### src/rtl/core_v_mcu_pkg.sv
// SoC-level address map constants shared across core_v_mcu blocks.
`timescale 1ns/1ps
package core_v_mcu_pkg;

   localparam logic [31:0] BOOT_ROM_REG_START_ADDR = 32'h1A00_0000;
   localparam logic [31:0] CODE_ZONE_BASE_ADDR     = 32'h1C00_8080;

endpackage

### src/rtl/cva6_boot_ctrl_pkg.sv
// Types and helpers for the CVA6 boot/reset sequencer.
`timescale 1ns/1ps
package cva6_boot_ctrl_pkg;

   typedef enum logic [1:0] {
      BOOT_ROM   = 2'd0,
      BOOT_CODE  = 2'd1,
      BOOT_DEBUG = 2'd2,
      BOOT_SW    = 2'd3
   } boot_sel_e;

   typedef enum logic [2:0] {
      HOLD    = 3'd0,
      LATCH   = 3'd1,
      RELEASE = 3'd2,
      RUN     = 3'd3,
      DRAIN   = 3'd4
   } state_e;

   function automatic int max_int(input int a, input int b);
      return (a > b) ? a : b;
   endfunction

endpackage

### src/rtl/cva6_boot_ctrl.sv
// Reset/boot sequencer for the CVA6 core: hold, latch straps, release,
// optional debug halt, and drained restarts.
`timescale 1ns/1ps
module cva6_boot_ctrl
   import cva6_boot_ctrl_pkg::*;
#(
   parameter int              XLEN            = 64,
   parameter int              RST_HOLD_CYCLES = 16,
   parameter int              DRAIN_TIMEOUT   = 1024,
   parameter logic [XLEN-1:0] BOOT_ROM_ADDR   = XLEN'(core_v_mcu_pkg::BOOT_ROM_REG_START_ADDR),
   parameter logic [XLEN-1:0] CODE_ZONE_ADDR  = XLEN'(core_v_mcu_pkg::CODE_ZONE_BASE_ADDR)
) (
   input  logic            clk_i,
   input  logic            rst_i,
   input  logic [1:0]      boot_sel_i,
   input  logic [XLEN-1:0] sw_boot_addr_i,
   input  logic            sw_restart_req_i,
   input  logic            ndmreset_i,
   input  logic            axi_idle_i,
   input  logic            debug_halted_i,
   output logic            core_rst_no,
   output logic [XLEN-1:0] boot_addr_o,
   output logic            debug_req_o,
   output logic            running_o,
   output logic            drain_timeout_o,
   output logic [7:0]      restart_cnt_o
);

   localparam int CNT_W = $clog2(max_int(RST_HOLD_CYCLES, DRAIN_TIMEOUT)) + 1;
   localparam logic [CNT_W-1:0] HOLD_LAST  = CNT_W'(RST_HOLD_CYCLES - 1);
   localparam logic [CNT_W-1:0] DRAIN_LAST = CNT_W'(DRAIN_TIMEOUT - 1);
   localparam logic [XLEN-1:0]  RVC_MASK   = ~XLEN'(1);

   state_e           state_q, state_d;
   logic [CNT_W-1:0] cnt_q, cnt_d;
   logic [XLEN-1:0]  boot_addr_q, boot_addr_d;
   logic             dbg_mode_q, dbg_mode_d;
   logic             drain_timeout_q, drain_timeout_d;
   logic [7:0]       restart_cnt_q, restart_cnt_d;

   always_ff @(posedge clk_i or posedge rst_i) begin
      if (rst_i) begin
         state_q         <= HOLD;
         cnt_q           <= '0;
         boot_addr_q     <= BOOT_ROM_ADDR;
         dbg_mode_q      <= 1'b0;
         drain_timeout_q <= 1'b0;
         restart_cnt_q   <= '0;
      end else begin
         state_q         <= state_d;
         cnt_q           <= cnt_d;
         boot_addr_q     <= boot_addr_d;
         dbg_mode_q      <= dbg_mode_d;
         drain_timeout_q <= drain_timeout_d;
         restart_cnt_q   <= restart_cnt_d;
      end
   end

   always_comb begin
      state_d         = state_q;
      cnt_d           = cnt_q;
      boot_addr_d     = boot_addr_q;
      dbg_mode_d      = dbg_mode_q;
      drain_timeout_d = drain_timeout_q;
      restart_cnt_d   = restart_cnt_q;

      case (state_q)
         HOLD: begin
            if (ndmreset_i) begin
               cnt_d = '0;
            end else if (cnt_q == HOLD_LAST) begin
               state_d = LATCH;
            end else begin
               cnt_d = cnt_q + 1'b1;
            end
         end
         LATCH: begin
            case (boot_sel_e'(boot_sel_i))
               BOOT_CODE: boot_addr_d = CODE_ZONE_ADDR;
               BOOT_SW:   boot_addr_d = sw_boot_addr_i & RVC_MASK;
               default:   boot_addr_d = BOOT_ROM_ADDR;
            endcase
            dbg_mode_d = (boot_sel_e'(boot_sel_i) == BOOT_DEBUG);
            state_d    = RELEASE;
         end
         RELEASE: begin
            if (!dbg_mode_q || debug_halted_i) state_d = RUN;
         end
         RUN: begin
            if (ndmreset_i)            state_d = HOLD;
            else if (sw_restart_req_i) state_d = DRAIN;
         end
         DRAIN: begin
            cnt_d = cnt_q + 1'b1;
            // An idle bus in the last timeout cycle counts as a clean drain.
            if (ndmreset_i || axi_idle_i) begin
               state_d = HOLD;
            end else if (cnt_q == DRAIN_LAST) begin
               state_d         = HOLD;
               drain_timeout_d = 1'b1;
            end
         end
         default: state_d = HOLD;
      endcase

      if (state_d != state_q) cnt_d = '0;

      if ((state_q == RUN || state_q == DRAIN) && state_d == HOLD &&
          restart_cnt_q != 8'hFF) begin
         restart_cnt_d = restart_cnt_q + 8'd1;
      end
   end

   assign core_rst_no     = (state_q == RELEASE) || (state_q == RUN) || (state_q == DRAIN);
   assign boot_addr_o     = boot_addr_q;
   assign debug_req_o     = (state_q == RELEASE) && dbg_mode_q;
   assign running_o       = (state_q == RUN);
   assign drain_timeout_o = drain_timeout_q;
   assign restart_cnt_o   = restart_cnt_q;

endmodule
### config.mk
export PLATFORM = sky130hd
export DESIGN_NAME = cva6_boot_ctrl
export DESIGN_NICKNAME = d
export VERILOG_FILES = /design/src/rtl/core_v_mcu_pkg.sv /design/src/rtl/cva6_boot_ctrl_pkg.sv /design/src/rtl/cva6_boot_ctrl.sv
export SDC_FILE = /design/constraint.sdc
export NUM_CORES = 1
export LEC_CHECK = 0
export ABC_AREA = 1
export CAP_MARGIN = 20
export CORE_ASPECT_RATIO = 1.75
export CORE_MARGIN = 1
export CORE_UTILIZATION = 45
export CTS_CLUSTER_DIAMETER = 50
export DETAILED_ROUTE_END_ITERATION = 10
export PLACE_DENSITY = 0.8
export SLEW_MARGIN = 15
export SYNTH_ARGS = -nofsm -noshare
export SYNTH_HDL_FRONTEND = slang
export SYNTH_SLANG_ARGS = --single-unit
### constraint.sdc
create_clock -name clk_i -period 4.5 [get_ports clk_i]
set_input_delay 1.35 -clock clk_i [delete_from_list [all_inputs] [get_ports clk_i]]
set_output_delay 1.35 -clock clk_i [all_outputs]
set_load 0.1 [all_outputs]
==> key figures <==
Status
  – Status: finished, final reports clean

Floorplanning
  – FP Rows: 46
  – IO Pins: 148
  – Die Area: 9630 um^2
  – Initial Util: 0.460
  – Core Footprint: 9040 um^2
  – Die width: 74.6 um
  – Die Span Y: 129 um

Final layout
  – Register area: 2180 um^2
  – Antenna cells: 0
  – Area of the multi-input gates: 1730 um^2
  – Fillers: 746
  – Most frequent cells in the layout: 191 x nand2_1, 143 x clkdlybuf4s50_1, 84 x dfrtp_1, 70 x o21ai_0, 49 x nor2_1
  – Final non-filler cell total: 784
  – Area grow syn2layout: 44.7%
  – Commonest non-fill, non-tap cell in the layout: nand2_1
  – Layout cells sized above 1: 0.0602
  – # nets final: 733

Critical path
  – R2r setup slk: 2.23 ns
  – Element type at the critical path end: output pin
  – Kind of critical path: reg2out
  – CP peak stage delay: 1.12 ns
  – Critical Path RT: 3.15 ns
  – Slowest cell on crit path: clkdlybuf4s50_1
  – Worst-path cell chain: nand3_1, inv_1, clkdlybuf4s50_1
  – WP data arrival: 2.28 ns
  – Startpoint Class: flop
  – Worst R2R Start: state_q[1]$_DFF_PP0_
  – Reg-to-Reg End: cnt_q[7]$_DFFE_PP0P_
  – Worst-path fanout max: 6
  – Worst-case reg-to-reg path depth: 7

Route
  – Vias: 3892
  – TritonRoute pass-1 iters: 4
  – # DRC: 0
  – Routed Antenna Nets: 0
  – DRT iter0 DRCs: 263
  – WL per Instance: 13.7 um
  – Vias/cell: 4.96
  – Total wire length: 10700 um

Logic synthesis
  – Syn_nets: 598
  – Top post-synthesis cells by area: dfrtp_1 51%, nand2_1 17%, o21ai_0 8.4%
  – Post-Syn Area: 4150 um^2
  – Yosys top cell area share: 0.506
  – Flops & latches, synth: 87
  – Synth area leader: dfrtp_1
  – Distinct cells, synth: 27
  – Syn Area/Cell: 7.93 um^2
  – YS warnings: 0
  – Register area share after synthesis: 0.525
  – Cell count after synthesis: 524

Clocking
  – Clk Latency, worst-skew pair: 0.34 ns
  – CTS Sinks: 87
  – Post-CTS sizing: 0
  – Num CTS Buffers: 9
  – CTS tree: built
  – # Post-CTS Setup Buffers: 0
  – Clock Tree Root: clkbuf_16
  – Depth of the CTS H-tree: 3
  – Clock Pin Slew Worst Setup and Hold Paths: 0.06 ns
  – Max clock buf depth: 2
  – Hold_buf cts: 0

Worst hold path
  – Hold path endpoint: drain_timeout_o$_DFFE_PP0P_
  – Hold path depth: 2
  – Worst hold start: drain_timeout_o$_DFFE_PP0P_
  – Worst hold path class: reg2reg

Timing
  – RSZ-0062 raised after global routing: no
  – Worst-Margin Slew: 1.01 ns
  – Final Hold Viols: 0
  – Hold slack: 0.480 ns
  – Worst rel slew slack: 0.322
  – Period utilization: 0.807
  – Fmax: 0.275 GHz
  – Fin worst setup slack: 0.869 ns
  – Slew Limit Fails: 0
  – Setup TNS: 0 ns
  – Final setup fails: 0
  – Final min period: 3.63 ns
  – Worst Skew: 0.00490 ns

Placement
  – Pre-CTS setup slack: 1.23 ns
  – Placed cells: 767
  – Final HPWL DP: 7620 um
  – Port Buffer Count: 145
  – RD Place Congestion: 0.901

Global route
  – Gr usage total: 0.232
  – First-pass GRT wire length: 17000 um
  – Initial antenna violation count: 0
  – Number of global-route vias before repair: 3717
  – Gr ovfl total: 0
  – Largest net degree at the start of global routing: 131

Job
  – Max Cap Viol: 0
## sequential cells by signal, summed over array words and instances, names as in the netlist
| name | flops |
|---|---|
| restart_cnt_o | 8 |
| boot_addr_o | 63 |
| state_q | 3 |
| cnt_q | 11 |
| dbg_mode_q | 1 |
| drain_timeout_o | 1 |
## cell usage after synthesis
| cell | instances |
|---|---|
| ha_1 | 2 |
| nand2_2 | 3 |
| buf_2 | 7 |
| nand4_1 | 16 |
| nor2_2 | 3 |
| or2_2 | 1 |
| nand3_1 | 16 |
| nor2_1 | 49 |
| a21oi_4 | 1 |
| conb_1 | 1 |
| inv_2 | 1 |
| xor2_1 | 5 |
| nand3b_1 | 3 |
| dfstp_2 | 3 |
| nand2_1 | 191 |
| clkbuf_1 | 13 |
| o21ai_0 | 70 |
| a21boi_0 | 1 |
| a21oi_1 | 9 |
| inv_1 | 33 |
| o31ai_1 | 2 |
| dfrtp_1 | 84 |
| nor2_4 | 3 |
| nand3_4 | 2 |
| buf_6 | 1 |
| buf_1 | 1 |
| buf_4 | 3 |
## layer usage
layer	vias up	wire (um)	GRT usage
met3	27	659	0.0552
met2	133	5560	0.385
met4	0	345	0.131
met5	-	0	0
li1	1943	-	-
met1	1789	4150	0.267
## area by class of cell
cell class,count,area share
Tap cell,120,0.0250
Inverter,34,0.0215
Clock buffer,9,0.0375
Sequential cell,87,0.363
Timing Repair Buffer,149,0.249
Clock inverter,7,0.0162
Multi-Input combinational cell,378,0.288
## per-stage QoR
step	util	instance area [um^2]
after floorplan	-	4150
after global placement	0.626	5660
after detailed placement	0.626	5660
after CTS	0.662	5980
after global routing	0.665	6010
final	0.665	6010
## worst max path at each step
stage                              start                           to  slack (ns)
detailed placement  state_q[0]$_DFF_PP0_                    running_o        1.23
CTS                 state_q[0]$_DFF_PP0_                    running_o        0.86
global placement    state_q[0]$_DFF_PP0_                    running_o        1.25
finish              state_q[0]$_DFF_PP0_                    running_o        0.87
floorplan                          rst_i  boot_addr_o[10]$_DFFE_PP0P_        0.90
global route        state_q[0]$_DFF_PP0_                    running_o        0.78
## kinds of logic (layout without fill, tap and decap cells)
| logic type | Yosys count | count (layout) | share of synthesized area |
|---|---|---|---|
| xor+xnor | 5 | 5 | 0.0105 |
| compound gates | 83 | 83 | 0.105 |
| simple gates | 287 | 287 | 0.293 |
| other cells | 1 | 1 | 0.000903 |
| flops | 87 | 87 | 0.525 |
| buf+inv | 59 | 199 | 0.0600 |
| fa+ha+maj | 2 | 2 | 0.00602 |
## worst max-delay path: cells and delay by family, from the launching register on
kind                   cells  cell delay (ns)
DFF                        1             0.51
buffers and inverters      2             1.21
and+or+nand+nor            1             0.22
Power is not shown: default switching activity piles up to over one toggle a cycle in this logic, so the estimate is an artifact.
